===== config.mk =====
export PLATFORM = sky130hd
export DESIGN_NAME = isa_capture_sequencer_flat
export DESIGN_NICKNAME = d
export VERILOG_FILES = /design/src/rtl/isa_capture_sequencer_if.sv /design/src/rtl/isa_capture_sequencer.sv /design/src/flat_wrapper.sv
export SDC_FILE = /design/constraint.sdc
export NUM_CORES = 1
export LEC_CHECK = 0
export BUFFER_PORTS_ARGS = -buffer_cell sky130_fd_sc_hd__clkbuf_2
export CORE_ASPECT_RATIO = 1.5
export CORE_UTILIZATION = 53
export CTS_BUF_LIST = sky130_fd_sc_hd__clkbuf_4
export DETAILED_ROUTE_END_ITERATION = 8
export GPL_TIMING_DRIVEN = 0
export PLACE_DENSITY = 0.84
export SKIP_LAST_GASP = 1
export SLEW_MARGIN = 5
export SYNTH_ARGS = -nofsm -noshare
export SYNTH_HDL_FRONTEND = slang
export SYNTH_SLANG_ARGS = --single-unit

===== constraint.sdc =====
create_clock -name Clock50MHz -period 3.2 [get_ports Clock50MHz]
set_input_delay 0.16 -clock Clock50MHz [delete_from_list [all_inputs] [get_ports Clock50MHz]]
set_output_delay 0.16 -clock Clock50MHz [all_outputs]
set_load 0.02 [all_outputs]

===== src/rtl/isa_capture_sequencer_if.sv =====
// isa_capture_sequencer_if: sampler, trigger setup, capture RAM and host readout signals of the capture sequencer
//   master: environment side (sampler, host, RAM) drives the sample, control, config, MemRdData and OutReady lines
//   slave:  sequencer side drives the RAM address/enable/data, the readout stream and the status lines
interface isa_capture_sequencer_if #(parameter int AW = 12, parameter int DW = 26);
  logic SampleValid;
  logic [DW-1:0] SampleData;
  logic Arm;
  logic Abort;
  logic ForceTrig;
  logic [19:0] TrigAddr;
  logic [19:0] TrigMask;
  logic [2:0] TrigType;
  logic [2:0] TrigTypeMask;
  logic [AW-1:0] PostCount;
  logic MemWrEn;
  logic [AW-1:0] MemWrAddr;
  logic [DW-1:0] MemWrData;
  logic MemRdEn;
  logic [AW-1:0] MemRdAddr;
  logic [DW-1:0] MemRdData;
  logic [DW-1:0] OutData;
  logic OutValid;
  logic OutReady;
  logic [2:0] State;
  logic Triggered;
  logic Done;
  modport master (
    output SampleValid, SampleData, Arm, Abort, ForceTrig, TrigAddr, TrigMask, TrigType, TrigTypeMask, PostCount,
    output MemRdData, OutReady,
    input MemWrEn, MemWrAddr, MemWrData, MemRdEn, MemRdAddr, OutData, OutValid, State, Triggered, Done
  );
  modport slave (
    input SampleValid, SampleData, Arm, Abort, ForceTrig, TrigAddr, TrigMask, TrigType, TrigTypeMask, PostCount,
    input MemRdData, OutReady,
    output MemWrEn, MemWrAddr, MemWrData, MemRdEn, MemRdAddr, OutData, OutValid, State, Triggered, Done
  );
endinterface


===== src/rtl/isa_capture_sequencer.sv =====
// isa_capture_sequencer: arms, records a circular pre-trigger window, counts post-trigger records and streams the window oldest-first
//   Clock50MHz, Reset (async, active-high) plain ports; everything else on bus (slave modport):
//   sample strobe/record in, arm/abort/force and trigger config in, capture RAM write/read ports out,
//   OutData/OutValid/OutReady readout stream, State/Triggered/Done status out
module isa_capture_sequencer #(
  parameter int AW = 12,
  parameter int DW = 26
) (
  input logic Clock50MHz,
  input logic Reset,
  isa_capture_sequencer_if.slave bus
);
  typedef enum logic [1:0] {IDLE, ARMED, POST, READOUT} state_t;
  state_t state, stateNext;
  logic [AW-1:0] wrPtr, postCnt, rdAddr;
  logic [AW:0] sampleCnt, cntNext, rdLeft;
  logic [DW-1:0] outData;
  logic rdPend, outValid, triggered, done;
  logic wrEn, hit, rdIssue, accept, lastAccept, startArm, toReadout;
  // sampleCnt saturates at DEPTH, which is the only value with the top bit set
  assign cntNext = sampleCnt + {{AW{1'b0}}, ~sampleCnt[AW]};
  assign hit = bus.SampleValid & (bus.ForceTrig |
    ((((bus.SampleData[19:0] ^ bus.TrigAddr) & bus.TrigMask) == 20'd0) &
     (((bus.SampleData[22:20] ^ bus.TrigType) & bus.TrigTypeMask) == 3'd0)));
  always_ff @(posedge Clock50MHz or posedge Reset)
    if (Reset) state <= IDLE;
    else state <= stateNext;
  always_comb begin
    stateNext = state;
    wrEn = 1'b0;
    rdIssue = 1'b0;
    accept = 1'b0;
    lastAccept = 1'b0;
    startArm = 1'b0;
    toReadout = 1'b0;
    if (bus.Abort) stateNext = IDLE;
    else if (state == IDLE) begin
      startArm = bus.Arm;
      stateNext = bus.Arm ? ARMED : IDLE;
    end else if (state == ARMED || state == POST) begin
      wrEn = bus.SampleValid;
      toReadout = (state == ARMED) ? hit & (postCnt == '0) : wrEn & (postCnt == AW'(1));
      stateNext = toReadout ? READOUT : (state == ARMED && hit) ? POST : state;
    end else begin
      accept = outValid & bus.OutReady;
      // the next read goes out in the same cycle the held record is taken
      rdIssue = (rdLeft != '0) & ~rdPend & (~outValid | bus.OutReady);
      lastAccept = accept & (rdLeft == '0) & ~rdPend;
      stateNext = lastAccept ? IDLE : READOUT;
    end
  end
  always_ff @(posedge Clock50MHz or posedge Reset)
    if (Reset) begin
      wrPtr <= '0;
      postCnt <= '0;
      rdAddr <= '0;
      sampleCnt <= '0;
      rdLeft <= '0;
      outData <= '0;
      rdPend <= 1'b0;
      outValid <= 1'b0;
      triggered <= 1'b0;
      done <= 1'b0;
    end else if (bus.Abort) begin
      outValid <= 1'b0;
      rdPend <= 1'b0;
      done <= 1'b0;
    end else begin
      if (startArm) begin
        wrPtr <= '0;
        sampleCnt <= '0;
        triggered <= 1'b0;
        done <= 1'b0;
        postCnt <= bus.PostCount;
      end
      if (wrEn) begin
        wrPtr <= wrPtr + AW'(1);
        sampleCnt <= cntNext;
        if (state == POST) postCnt <= postCnt - AW'(1);
      end
      if (state == ARMED && hit) triggered <= 1'b1;
      // oldest surviving record sits Len entries behind the post-write pointer
      if (toReadout) begin
        rdAddr <= wrPtr + AW'(1) - cntNext[AW-1:0];
        rdLeft <= cntNext;
      end
      if (rdIssue) begin
        rdAddr <= rdAddr + AW'(1);
        rdLeft <= rdLeft - (AW+1)'(1);
      end
      rdPend <= rdIssue;
      if (rdPend) begin
        outData <= bus.MemRdData;
        outValid <= 1'b1;
      end else if (accept) outValid <= 1'b0;
      if (lastAccept) done <= 1'b1;
    end
  assign bus.MemWrEn = wrEn;
  assign bus.MemWrAddr = wrPtr;
  assign bus.MemWrData = wrEn ? bus.SampleData : '0;
  assign bus.MemRdEn = rdIssue;
  assign bus.MemRdAddr = rdAddr;
  assign bus.OutData = outData;
  assign bus.OutValid = outValid;
  assign bus.State = {1'b0, state};
  assign bus.Triggered = triggered;
  assign bus.Done = done;
endmodule


===== src/flat_wrapper.sv =====
// flat-port wrapper written by rule: the top's interface ports become plain ports
module isa_capture_sequencer_flat 
#(
  parameter int AW = 12,
  parameter int DW = 26
)
  (Clock50MHz, Reset, bus_SampleValid, bus_SampleData, bus_Arm, bus_Abort, bus_ForceTrig, bus_TrigAddr, bus_TrigMask, bus_TrigType, bus_TrigTypeMask, bus_PostCount, bus_MemRdData, bus_OutReady, bus_MemWrEn, bus_MemWrAddr, bus_MemWrData, bus_MemRdEn, bus_MemRdAddr, bus_OutData, bus_OutValid, bus_State, bus_Triggered, bus_Done);
  isa_capture_sequencer_if #(.AW(AW), .DW(DW)) bus_i ();
  input logic Clock50MHz;
  input logic Reset;
  input wire logic [$bits(bus_i.SampleValid)-1:0] bus_SampleValid;
  input wire logic [$bits(bus_i.SampleData)-1:0] bus_SampleData;
  input wire logic [$bits(bus_i.Arm)-1:0] bus_Arm;
  input wire logic [$bits(bus_i.Abort)-1:0] bus_Abort;
  input wire logic [$bits(bus_i.ForceTrig)-1:0] bus_ForceTrig;
  input wire logic [$bits(bus_i.TrigAddr)-1:0] bus_TrigAddr;
  input wire logic [$bits(bus_i.TrigMask)-1:0] bus_TrigMask;
  input wire logic [$bits(bus_i.TrigType)-1:0] bus_TrigType;
  input wire logic [$bits(bus_i.TrigTypeMask)-1:0] bus_TrigTypeMask;
  input wire logic [$bits(bus_i.PostCount)-1:0] bus_PostCount;
  input wire logic [$bits(bus_i.MemRdData)-1:0] bus_MemRdData;
  input wire logic [$bits(bus_i.OutReady)-1:0] bus_OutReady;
  output wire logic [$bits(bus_i.MemWrEn)-1:0] bus_MemWrEn;
  output wire logic [$bits(bus_i.MemWrAddr)-1:0] bus_MemWrAddr;
  output wire logic [$bits(bus_i.MemWrData)-1:0] bus_MemWrData;
  output wire logic [$bits(bus_i.MemRdEn)-1:0] bus_MemRdEn;
  output wire logic [$bits(bus_i.MemRdAddr)-1:0] bus_MemRdAddr;
  output wire logic [$bits(bus_i.OutData)-1:0] bus_OutData;
  output wire logic [$bits(bus_i.OutValid)-1:0] bus_OutValid;
  output wire logic [$bits(bus_i.State)-1:0] bus_State;
  output wire logic [$bits(bus_i.Triggered)-1:0] bus_Triggered;
  output wire logic [$bits(bus_i.Done)-1:0] bus_Done;
  assign bus_i.SampleValid = bus_SampleValid;
  assign bus_i.SampleData = bus_SampleData;
  assign bus_i.Arm = bus_Arm;
  assign bus_i.Abort = bus_Abort;
  assign bus_i.ForceTrig = bus_ForceTrig;
  assign bus_i.TrigAddr = bus_TrigAddr;
  assign bus_i.TrigMask = bus_TrigMask;
  assign bus_i.TrigType = bus_TrigType;
  assign bus_i.TrigTypeMask = bus_TrigTypeMask;
  assign bus_i.PostCount = bus_PostCount;
  assign bus_i.MemRdData = bus_MemRdData;
  assign bus_i.OutReady = bus_OutReady;
  assign bus_MemWrEn = bus_i.MemWrEn;
  assign bus_MemWrAddr = bus_i.MemWrAddr;
  assign bus_MemWrData = bus_i.MemWrData;
  assign bus_MemRdEn = bus_i.MemRdEn;
  assign bus_MemRdAddr = bus_i.MemRdAddr;
  assign bus_OutData = bus_i.OutData;
  assign bus_OutValid = bus_i.OutValid;
  assign bus_State = bus_i.State;
  assign bus_Triggered = bus_i.Triggered;
  assign bus_Done = bus_i.Done;
  isa_capture_sequencer #(.AW(AW), .DW(DW)) u_core (.Clock50MHz(Clock50MHz), .Reset(Reset), .bus(bus_i));
endmodule

* Word level (Yosys, flattened, before mapping) *
Index checks and enable logic that the tools add are counted.

word-level totals
  register bits = 94
  input port bits = 117
  output and inout bits = 84

operators by class
  add/sub/neg operators = 6
  equal/unequal tests = 4
  multiplexer cells = 45
  bitwise operators = 19
  reductions and logical operators = 17

operator list
  cell                                                count
  two-way mux 12 bit                                  7
  two-way mux 13 bit                                  4
  two-way mux 1 bit                                   27
  two-way mux 26 bit                                  1
  adder 12 x 1 -> 12 bit, second input constant       2
  AND 20 bit                                          1
  zero test 20 bit                                    1
  bitwise XOR 20 bit                                  1
  adder 13 x 1 -> 13 bit                              1
  zero test 13 bit                                    1
  nonzero test 13 bit                                 1
  subtractor 13 x 1 -> 13 bit, second input constant  1
  == test 12 x 1 -> 1 bit, second input constant      1
  zero test 12 bit                                    1
  two-way mux 2 bit                                   6
  subtractor 12 x 1 -> 12 bit, second input constant  1
  subtractor 12 bit                                   1
  AND 1 bit                                           9
  AND reduction 2 bit                                 4
  nonzero test 2 bit                                  3
  nonzero test 3 bit                                  2
  != test 5 x 4 -> 1 bit, second input constant       1
  inverter 1 bit                                      4
  AND 3 bit                                           1
  8 further kinds                                     9

* Depth between registers and ports, before layout *
  depth in word-level cells = 13
  mapped depth = 16

* Worst setup path after synthesis *
Ideal clock, no wire load.

  kind = reg2reg
  from = register u_core.sampleCnt[0]
  to = register u_core.rdAddr[9] (netlist: u_core.bus.MemRdAddr[9])
  arrival time = 2.837 ns
  required time = 3.074 ns
  slack = 0.237 ns
  stages on the path, launching flop included = 14
  clock period less this slack = 2.963 ns
  cells stage by stage = dfrtp_1 > ha_1 > ha_1 > and3_1 > and3_1 > and3_1 > clkbuf_1 > xnor2_1 > ha_1 > a21o_1 > a41oi_1 > xor2_1 > nor2_1 > a311o_1

between the ends
  word-level cells in the longest chain between the ends = 4

RTL lines
  item                    line                         RTL
  start, declared         isa_capture_sequencer.sv:16  logic [AW:0] sampleCnt, cntNext, rdLeft;
  start signal, assigned  isa_capture_sequencer.sv:78  sampleCnt <= cntNext;
  adder 13 x 1 -> 13 bit  isa_capture_sequencer.sv:21  assign cntNext = sampleCnt + {{AW{1'b0}}, ~sampleCnt[AW]};
  subtractor 12 bit       isa_capture_sequencer.sv:84  rdAddr <= wrPtr + AW'(1) - cntNext[AW-1:0];
  two-way mux 12 bit      isa_capture_sequencer.sv:83  if (toReadout) begin
  two-way mux 12 bit      isa_capture_sequencer.sv:87  if (rdIssue) begin
  end signal, assigned    isa_capture_sequencer.sv:84
  end signal, assigned    isa_capture_sequencer.sv:88  rdAddr <= rdAddr + AW'(1);
  end, declared           isa_capture_sequencer.sv:15  logic [AW-1:0] wrPtr, postCnt, rdAddr;

No other way between the ends. The select of a mux whose other input is x is not followed.
A chain may end at the register's enable or synchronous reset.

* Worst setup path in the final report *
  from = register u_core.sampleCnt[12]
  to = register u_core.rdAddr[10] (netlist: u_core.bus.MemRdAddr[10])

between the ends
  word-level cells in the longest chain between the ends = 5

RTL lines
  item                    line
  inverter 1 bit          isa_capture_sequencer.sv:21
  adder 13 x 1 -> 13 bit  isa_capture_sequencer.sv:21
  subtractor 12 bit       isa_capture_sequencer.sv:84
  two-way mux 12 bit      isa_capture_sequencer.sv:83
  two-way mux 12 bit      isa_capture_sequencer.sv:87

No other way between the ends. The select of a mux whose other input is x is not followed.

==> impl_metrics.yaml <==
run_status:
  outcome: "finished clean"
cts:
  numCtsBuffers: 9
  cts_setup_buffers: 0
  clockBufferDepth: 2
  clk_pin_slew_ns: 0.16
  cts_max_level: 3
  cts_sinks: 94
  cts_tree: "done"
  clk_latency_ns: 0.47
  clockRootBuffer: "clkbuf_4"
final_layout:
  layoutNonFillerInstCount: 1041
  final_core_util_pct: 71.0
  antenna_cells: 0
  fill_cells: 834
  drive_gt1_share_pct: 32.9
  multiInputGateArea_mm2: 0.00352
  fin_nets: 1028
  final_common_cell: "clkbuf_2"
  final_cell_mix: "clkbuf_2, dfrtp_1, nand2_1, o21ai_0, dlygate4sd3_1"
  area_delta_synth_final_pct: 31.4
  ff_latch_area_mm2: 0.00235
run:
  cap_violations: 0
pwr:
  comb_power_share_pct: 51.3
  pwr_density_cell_mw_per_mm2: 690
  p_clk_share_pct: 12.6
  switching_share_pct: 44.7
  p_leak_nw: 3.78
  ir_worst_vdd_mv: 0.278
  seqPwrFrac_pct: 36.0
  p_switching_w: 0.00241
  p_int_w: 0.00298
logic_synthesis:
  ys_warn_count: 0
  synth.distinct_cells: 66
  yosysSeqAreaShare_pct: 39.6
  async_flop_share_pct: 100
  ys_ff_latch: 94
  synth_edf_count: 0
  synthFlopType: "dfrtp_1"
  avgSynthCellArea_um2: 9.26
  syn_nets: 781
  synth_area_mm2: 0.00595
  synthCells: 642
route:
  vias_per_cell: 5.73
  drt_iter0_markers: 313
  dr.pass1.iters: 5
  drc: 0
  ant_nets: 0
  post_drt_wl_per_cell_um: 17.3
  num_vias: 5970
  finalWirelength_um: 18000
timing:
  fin_crit_ns: 3.20
  worstMarginPinSlew_ns: 0.793
  fin_skew_ns: 0.0206
  slew_violations: 0
  whs_ns: 0.0136
  finalCritPeriodShare_pct: 99.9
  fmax_mhz: 313
  finalSetupViolations: 0
  hold_viol: 0
  rsz0062_at_grt: "yes"
  slew-limit-headroom_pct: 46.7
worst_setup_path:
  crit_fanout: 7
  worstSetupPathType: "flop to flop"
  crit_path_end_kind: "flop"
  start_kind: "flop"
  arrival_ns: 3.59
  worstPathRequired_ns: 3.59
  reg2reg_depth: 14
floorplanning:
  io_pins: 201
  core_mm2: 0.0110
  die_y_um: 132
  die_width_um: 88.5
  die_area_mm2: 0.0117
  core.rowCount: 47
  start_util_pct: 54.1
global_route:
  antenna_found_initial: 0
  grt_max_degree: 57
  grt_pass1_vias: 5926
  grt_pass1_wl_um: 27700
  grt.total_usage_pct: 31.2
  grt-ovfl-total: 0
placed_design:
  gp_congestion: 0.898
  place_hpwl_um: 12900
  port_buffers: 198
  dpl.cell_count: 988
min_path:
  min_path_type: "input pin to flop"
  hold_path_depth: 5
## registers in the layout, indices dropped and copies added, names as in the netlist
name / flops
u_core.bus.OutData: 26
u_core.sampleCnt: 13
u_core.postCnt: 12
u_core.bus.Triggered: 1
u_core.rdPend: 1
u_core.bus.OutValid: 1
u_core.bus.MemRdAddr: 12
u_core.bus.MemWrAddr: 12
u_core.bus.Done: 1
u_core.rdLeft: 13
u_core.state: 2
## cells by family (layout without fill, tap and decap cells)
family | count (synthesis) | count (layout) | share of synthesized area, %
adders and majority gates | 22 | 22 | 4.76
and+or+nand+nor | 239 | 239 | 20.9
buffers and inverters | 48 | 300 | 3.47
xor gates and xnor gates | 53 | 53 | 7.81
DFF | 94 | 94 | 39.6
other | 1 | 1 | 0.0631
AOI/OAI and AO/OA | 147 | 147 | 16.2
muxes | 38 | 38 | 7.24
## layer usage
layer  global-route usage [%]  vias to the layer above  share of wire (%)
met2                     56.0                      319                 53
met1                     33.5                     2793                 36
met3                     5.15                       57                6.5
met5                        0                        -                  0
li1                         -                     2801                  -
met4                     17.3                        0                4.6
## power by group through the flow
stage | clock network (W) | registers [W] | logic (W)
after floorplan | 0 | 0.00215 | 0.00154
after global placement | 0 | 0.00190 | 0.00254
after detailed placement | 0 | 0.00192 | 0.00260
after CTS | 0.000682 | 0.00190 | 0.00268
after global routing | 0.000732 | 0.00199 | 0.00301
final | 0.000681 | 0.00194 | 0.00277
## synth_stat cells (2+ instances only)
library cell / number / area (um2)
a211oi_1: 6 / 45.0
a21o_1: 4 / 30.0
a21oi_1: 28 / 140
a21oi_2: 2 / 17.5
a221o_1: 3 / 30.0
a221oi_1: 2 / 17.5
a22oi_1: 11 / 82.6
a311o_1: 3 / 30.0
a311oi_1: 3 / 26.3
a31oi_1: 12 / 75.1
and2_1: 31 / 194
and3_1: 13 / 81.3
and4_1: 3 / 26.3
buf_2: 6 / 30.0
buf_6: 2 / 22.5
clkbuf_1: 16 / 60.1
dfrtp_1: 94 / 2350
ha_1: 21 / 263
inv_1: 22 / 82.6
mux2_2: 32 / 360
mux2_4: 2 / 30.0
mux2i_1: 4 / 40.0
nand2_1: 66 / 248
nand2b_1: 5 / 31.3
nand3_1: 37 / 185
nand4_1: 7 / 43.8
nor2_1: 38 / 143
nor2b_1: 5 / 31.3
nor3_1: 11 / 55.1
nor4_1: 7 / 43.8
nor4b_1: 2 / 17.5
o211a_1: 2 / 20.0
o211ai_1: 3 / 22.5
o21a_1: 4 / 30.0
o21ai_0: 44 / 220
o22ai_1: 5 / 31.3
o31ai_1: 4 / 30.0
or3_1: 3 / 18.8
xnor2_1: 16 / 140
xor2_1: 37 / 324
## path summary, 6_finish.rpt
check	start	endpoint	slack, ns
worst max-delay path	u_core.sampleCnt[12]	u_core.bus.MemRdAddr[10]	0.003
worst min-delay path	bus_PostCount[1]	u_core.postCnt[1]	0.01
worst max register to register	u_core.sampleCnt[12]	u_core.bus.MemRdAddr[10]	0.003
worst min register to register	u_core.rdLeft[8]	u_core.rdLeft[8]	0.51
max in group asynchronous	Reset	u_core.bus.MemWrAddr[0]	2.27
min in group asynchronous	Reset	u_core.bus.OutData[15]	0.26
## final cells by class
cell class,instances,area share [%]
Clock inverter,6,0.881
Clock buffer,10,0.961
Buffer,24,1.51
Tap cell,147,2.35
Inverter,22,1.14
Sequential cell,94,30.1
Timing Repair Buffer,238,18.0
Multi-Input combinational cell,500,45.0
## repair_timing
action                                  in CTS  in global routing
pin swaps                                    1                  0
endpoints found under the setup margin      30                 14
hold endpoints to repair                    76                  0
hold buffers                                39                  0
gates resized for setup                     15                 12
## stage by stage
stage / total power [W] / setup slack [ns] / TNS [ns] / cell area [um2]
floorplan: 0.00369 / 0.237 / 0 / 5950
global placement: 0.00444 / -0.508 / -43.66 / 7120
detailed placement: 0.00453 / -0.648 / -1.33 / 7150
CTS: 0.00526 / -0.0791 / -0.0791 / 7750
global route: 0.00573 / -0.109 / -0.140 / 7810
finish: 0.00539 / 0.00288 / 0 / 7810
## worst max-delay path, stage by stage (launching register included)
cell      delay [ns]
dfrtp_1         0.42
inv_2           0.11
ha_4            0.16
ha_4            0.15
and3_1          0.23
and3_4          0.23
and3_4          0.25
nand2_1         0.10
xor2_2          0.18
ha_1            0.31
inv_2           0.07
or3_1           0.40
mux2i_2         0.23
nor4b_4         0.10
a211oi_2        0.16
Note: power is estimated with default switching activity, not from simulation.
